## src/rtl/serial_subtractor.sv

```systemverilog
// Bit-serial unsigned subtractor: diff = a - b, one full-subtractor step per clock, LSB first.
// A start/busy/done handshake frames each WIDTH-cycle operation.
module serial_subtractor #(
    parameter int WIDTH = 8
) (
    input  logic             clk,
    input  logic             rst_n,
    input  logic             start,
    input  logic [WIDTH-1:0] a,
    input  logic [WIDTH-1:0] b,
    output logic             busy,
    output logic             done,
    output logic [WIDTH-1:0] diff,
    output logic             bout,
    output logic             zero
);

    localparam int CW = (WIDTH > 1) ? $clog2(WIDTH) : 1;
    localparam logic [CW-1:0] LAST = CW'(WIDTH - 1);

    typedef enum logic [1:0] {
        IDLE = 2'd0,
        RUN  = 2'd1,
        DONE = 2'd2
    } state_t;

    state_t           state;
    state_t           state_nxt;
    logic [WIDTH-1:0] sa;
    logic [WIDTH-1:0] sb;
    logic [WIDTH-1:0] partial;
    logic [WIDTH-1:0] partial_nxt;
    logic [CW-1:0]    cnt;
    logic             borrow;
    logic             d;
    logic             bn;

    // One full-subtractor cell built from two half-subtractor stages
    always_comb begin
        d           = sa[0] ^ sb[0] ^ borrow;
        bn          = (~sa[0] & sb[0]) | (~(sa[0] ^ sb[0]) & borrow);
        partial_nxt = {d, partial[WIDTH-1:1]};
    end

    always_ff @(posedge clk or negedge rst_n) begin
        if (!rst_n) begin
            state <= IDLE;
        end else begin
            state <= state_nxt;
        end
    end

    always_comb begin
        state_nxt = state;
        busy      = 1'b0;
        done      = 1'b0;
        case (state)
            IDLE: begin
                if (start) begin
                    state_nxt = RUN;
                end
            end
            RUN: begin
                busy = 1'b1;
                if (cnt == LAST) begin
                    state_nxt = DONE;
                end
            end
            DONE: begin
                busy      = 1'b1;
                done      = 1'b1;
                state_nxt = IDLE;
            end
            default: begin
                state_nxt = IDLE;
            end
        endcase
    end

    // Result registers load only on the DONE-entry edge, so they never show partial values
    always_ff @(posedge clk or negedge rst_n) begin
        if (!rst_n) begin
            sa      <= '0;
            sb      <= '0;
            partial <= '0;
            cnt     <= '0;
            borrow  <= 1'b0;
            diff    <= '0;
            bout    <= 1'b0;
            zero    <= 1'b0;
        end else begin
            case (state)
                IDLE: begin
                    if (start) begin
                        sa      <= a;
                        sb      <= b;
                        partial <= '0;
                        cnt     <= '0;
                        borrow  <= 1'b0;
                    end
                end
                RUN: begin
                    sa      <= {1'b0, sa[WIDTH-1:1]};
                    sb      <= {1'b0, sb[WIDTH-1:1]};
                    partial <= partial_nxt;
                    borrow  <= bn;
                    cnt     <= cnt + 1'b1;
                    if (cnt == LAST) begin
                        diff <= partial_nxt;
                        bout <= bn;
                        zero <= (partial_nxt == '0);
                    end
                end
                default: begin
                end
            endcase
        end
    end

endmodule
```

## config.mk

```make
export PLATFORM = sky130hd
export DESIGN_NAME = serial_subtractor
export DESIGN_NICKNAME = d
export VERILOG_FILES = /design/src/rtl/serial_subtractor.sv
export SDC_FILE = /design/constraint.sdc
export NUM_CORES = 1
export LEC_CHECK = 0
export CORE_UTILIZATION = 35
export DETAILED_ROUTE_END_ITERATION = 10
export PLACE_DENSITY_LB_ADDON = 0.25
export SYNTH_ARGS = -nofsm -noshare
export SYNTH_HDL_FRONTEND = slang
export SYNTH_SLANG_ARGS = --single-unit
```

## constraint.sdc

```tcl
create_clock -name clk -period 1.8 [get_ports clk]
set_input_delay 0.27 -clock clk [delete_from_list [all_inputs] [get_ports clk]]
set_output_delay 0.27 -clock clk [all_outputs]
set_load 0.005 [all_outputs]
```

== Word level (Yosys, flattened, before mapping) ==
Cells that the tools add are included.
W data, S select, Z words.

* Multipliers: 0
* Bitwise operators: 7
* Div/mod/pow operators: 0
* Reduce and logical (&&, ||, !) cells: 7
* Muxes and demuxes: 15
* $add $sub $neg: 1
* Shifts and indexed selects: 0
* Equality and inequality tests: 5
* Order comparisons: 0

{| class="wikitable"
|+ Operator list
! kind !! count
|-
| $pmux W8 S2 || 3
|-
| $mux W8 || 3
|-
| $logic_not A8 Y1 || 1
|-
| $pmux W3 S2 || 1
|-
| $reduce_and A2 Y1 || 3
|-
| $mux W2 || 2
|-
| $ne A2 B2 Y1 const B || 2
|-
| $pmux W2 S2 || 1
|-
| $add A3 B1 Y3 const B || 1
|-
| $eq A3 B3 Y1 const B || 1
|-
| $mux W1 || 3
|-
| $mux W3 || 1
|-
| $and A1 B1 Y1 || 2
|-
| $eq A2 B1 Y1 const B || 1
|-
| $eq A2 B2 Y1 const B || 1
|-
| $logic_not A2 Y1 || 1
|-
| $not A1 Y1 || 2
|-
| $pmux W1 S2 || 1
|-
| $reduce_bool A2 Y1 || 1
|-
| $reduce_or A2 Y1 || 1
|-
| $xor A1 B1 Y1 || 2
|-
| $or A1 B1 Y1 || 1
|}

* ROM bits: 0
* Word-level logic and storage cells: 44
* Memories kept: 0
* Output and inout bits: 12
* Input port bits: 19
* Flip-flop bits (word level): 40
* RAM bits: 0
* Bits in latches: 0

== Longest topological paths before layout ==
* Depth after elaboration: 5
* Depth in mapped cells: 7
* Depth with buffers taken out: 5

== Worst setup path before layout ==
OpenSTA, ideal clock, no wires.

* Path type: register -> register
* From: reg cnt[0]
* To: reg diff[0]
* Clock period less this slack: 1,509 ps
* Path slack: 291 ps
* Required time: 1,675 ps
* Path buffers: 1
* Cell stages (with the launch flop): 6
* Setup time: 125 ps
* Arrival: 1,384 ps
* Path through: dfrtp_1 > ha_1 > ha_1 > nand2_1 > buf_2 > mux2_2

* Cells in the longest elaborated chain, start to end: 2

{| class="wikitable"
|+ Ends and longest elaborated chain
! item !! RTL line !! source
|-
| from (decl) || 33 || <nowiki>logic [CW-1:0] cnt;</nowiki>
|-
| from (signal assigned) || 107 || <nowiki>cnt <= cnt + 1'b1;</nowiki>
|-
| $eq A3 B3 Y1 || 108 || <nowiki>if (cnt == LAST) begin</nowiki>
|-
| $reduce_and A2 Y1 (no line) || n/a ||
|-
| to (signal assigned) || 109 || <nowiki>diff <= partial_nxt;</nowiki>
|-
| to (decl) || 13 || <nowiki>output logic [WIDTH-1:0] diff,</nowiki>
|}

No other way between the ends.
A chain may end at the register's enable or synchronous reset.

== Final worst setup path ==
* From: reg state[0]
* To: out done

* Cells in the longest elaborated chain, start to end: 2

{| class="wikitable"
|+ Ends and longest elaborated chain
! item !! RTL line !! source
|-
| from (decl) || 27 || <nowiki>state_t state;</nowiki>
|-
| from (signal assigned) || 49 || <nowiki>state <= state_nxt;</nowiki>
|-
| $eq A2 B2 Y1 || 57 || <nowiki>case (state)</nowiki>
|-
| $mux W1 || 57 ||
|-
| to (decl) || 12 || <nowiki>output logic done,</nowiki>
|}

No other way between the ends.

==> qor.yml <==
logic_synthesis:
  ys_ff_latch: 39
  synthXorXnorAreaFrac_pct: 0
  yosysUniqueCellTypes: 22
  synth_top_family_by_area: "multiplexers"
  ys_seq_area_share_pct: 56.40
  synth_enable_flop_cells: 0
  synth_compound_gate_area_share_pct: 11.79
  synthMuxAreaShare_pct: 14.10
  async_flop_share_pct: 100.0
  avgSynthCellArea_um2: 11.69
  syn_area_um2: 1730
  synthAdderAreaFrac_pct: 4.772
  yosys.area_share.simple_pct: 8.315
  syn-num-nets: 173
  synth-main-ff-cell: "dfrtp_1"
  syn_inst: 148
  yosys_warnings: 0
grt:
  overflow: 0
  grt_pass1_wl_um: 5727
  antenna_found_initial: 0
  grt_use_total_pct: 14.73
  grt_start_max_net_pins: 40
  first_global_vias: 1247
detailed_routing:
  routed_wl_um: 3096
  drc: 0
  avgViaCountPerCell: 4.795
  avgRoutedWirePerCell_um: 12.43
  dr.pass1.iters: 4
  ant_nets: 0
  vias: 1194
  drt_iter0_markers: 82
min_path:
  hold_path.class: "input pin to asynchronous set/reset pin"
clocking:
  path_clk_slew_ns: 0.08
  htree_levels: 2
  postCtsResizedCells: 0
  cts_buffers: 5
  root_buffer: "clkbuf_8"
  cts.hold.buffers_added: 0
  clk_path_buf_depth: 2
  tritoncts: "done"
  clkSinkCount: 39
  insertion_delay_ns: 0.29
  postCtsSetupBuffers: 0
placement:
  dpl.hpwl_um: 2111
  gp_congestion: 0.7018
  io_buffers: 30
  dp.cells: 241
pwr:
  cellLeakagePower_nw: 1.041
  ir_drop_mv: 0.6848
  power_density_nw_per_um2: 1579
worst_setup_path:
  endpoint_kind: "output port"
  r2r-end: "diff[2]"
  r2r-start: "cnt[0]"
  path_max_fanout: 3
  critical_path_arrival_ns: 1.43
  worstSetupStartpointType: "register"
  rrSetupSlack_ns: 0.15
  r2r_cells: 4
  required_ns: 1.53
  criticalPathCategory: "register to output port"
job:
  maxCapViolations: 0
timing:
  period_share_pct: 94.36
  final.setup.tns_ns: 0
  drv_slew: 0
  rsz0062_at_grt: "false"
  fmax_ghz: 0.5887
  relSlewSlack_pct: 67.98
  fin_crit_ns: 1.699
  setup_viol: 0
  tightest_slew_ns: 0.4803
  finalHoldViolations: 0
  skew_ns: 0.005168
layout:
  mostFrequentLayoutCells: "dfrtp_1, clkdlybuf4s50_1, nand2_1"
  synthToLayoutAreaGrowth_pct: 28.71
  final_common_cell: "dfrtp_1"
  n_antenna_cell: 0
  nets: 206
  drive_above_1_share_pct: 12.09
  fin_cells: 249
floorplanning:
  die_x_um: 72.32
  die-area_um2: 5229
  rows: 25
  initial_core_util_pct: 36.39
  coreArea_um2: 4755
  ios: 31
  die_h_um: 72.32
outcome:
  status: "complete, no violations"
## registers in the layout (all words and copies together), names as in the netlist, 2 cells and up
register  count
partial       7
sa            8
diff          8
cnt           3
sb            8
state         2
## per-stage QoR
step	total power, mW	hold WS (ns)	setup slack, ns	instance area (um2)	utilization, %
floorplan	2.398	-0.02559	0.2915	1730	-
global placement	2.777	0.3424	0.1748	2112	44.42
detailed placement	2.841	0.3563	0.1354	2112	44.42
CTS	3.578	0.03748	0.001329	2225	46.79
global route	3.831	0.05921	0.02399	2227	46.84
finish	3.516	0.01673	0.1015	2227	46.84
## synth_stat cells, types with 2 or more instances
master	count	area [um2]
dfrtp_1	39	975.9
a22o_1	9	78.83
mux2i_1	14	140.1
o21ai_1	10	50.05
buf_2	3	15.01
buf_6	3	33.78
nor4_1	2	12.51
a21oi_1	5	25.02
nand2_1	23	86.33
nand2b_1	2	12.51
nor2_1	2	7.510
o21ai_0	10	50.05
inv_1	5	18.77
mux2_2	8	90.09
ha_1	5	62.56
and3_1	2	12.51
## report_power, final
part | switching [mW] | internal (mW)
registers | 0.217 | 1.21
clock network | 0.304 | 0.412
logic | 0.677 | 0.698
total | 1.20 | 2.32
## worst max-delay path by stage
stage | start | to | cells past startpoint
6_report | state[0] | done | 3
5_1_grt | cnt[0] | diff[1] | 4
4_1_cts | state[0] | busy | 3
3_5_place_dp | start | cnt[1] | 4
3_3_place_gp | start | partial[5] | 4
2_1_floorplan | cnt[0] | diff[0] | 5
## routing by layer
layer / track usage, % / share of wire (%) / up-vias / wire [um]
li1: - / - / 581 / -
met1: 17.99 / 45 / 575 / 1397
met2: 24.09 / 48 / 33 / 1498
met3: 4.583 / 4.8 / 5 / 149
met4: 6.318 / 1.6 / 0 / 51
met5: 0 / 0 / - / 0
## worst max-delay path, cell delays in order, from the launching register on
cell and delay (ns):
dfrtp_1 0.41, inv_1 0.09, ha_1 0.15, clkdlybuf4s50_1 0.50
## kinds of logic (layout without fill, tap and decap cells)
| group | after synthesis | after routing |
|---|---|---|
| flip-flops | 39 | 39 |
| adder cells (fa/ha/maj) | 6 | 6 |
| AO/OA/AOI/OAI | 34 | 34 |
| buffers and inverters | 13 | 47 |
| multiplexers | 23 | 23 |
| AND/OR/NAND/NOR | 33 | 33 |
## layout make-up
| class | instances | area (um2) |
|---|---|---|
| flip-flops and latches | 39 | 975.9 |
| multi-input cells | 96 | 683.2 |
| repair buffers | 34 | 352.8 |
| clock buffers | 5 | 68.82 |
| well taps | 67 | 83.83 |
| clock inverters | 3 | 43.79 |
| inverters | 5 | 18.77 |
| fillers | 467 | 2527 |
Power figures use the tool's default switching activity.
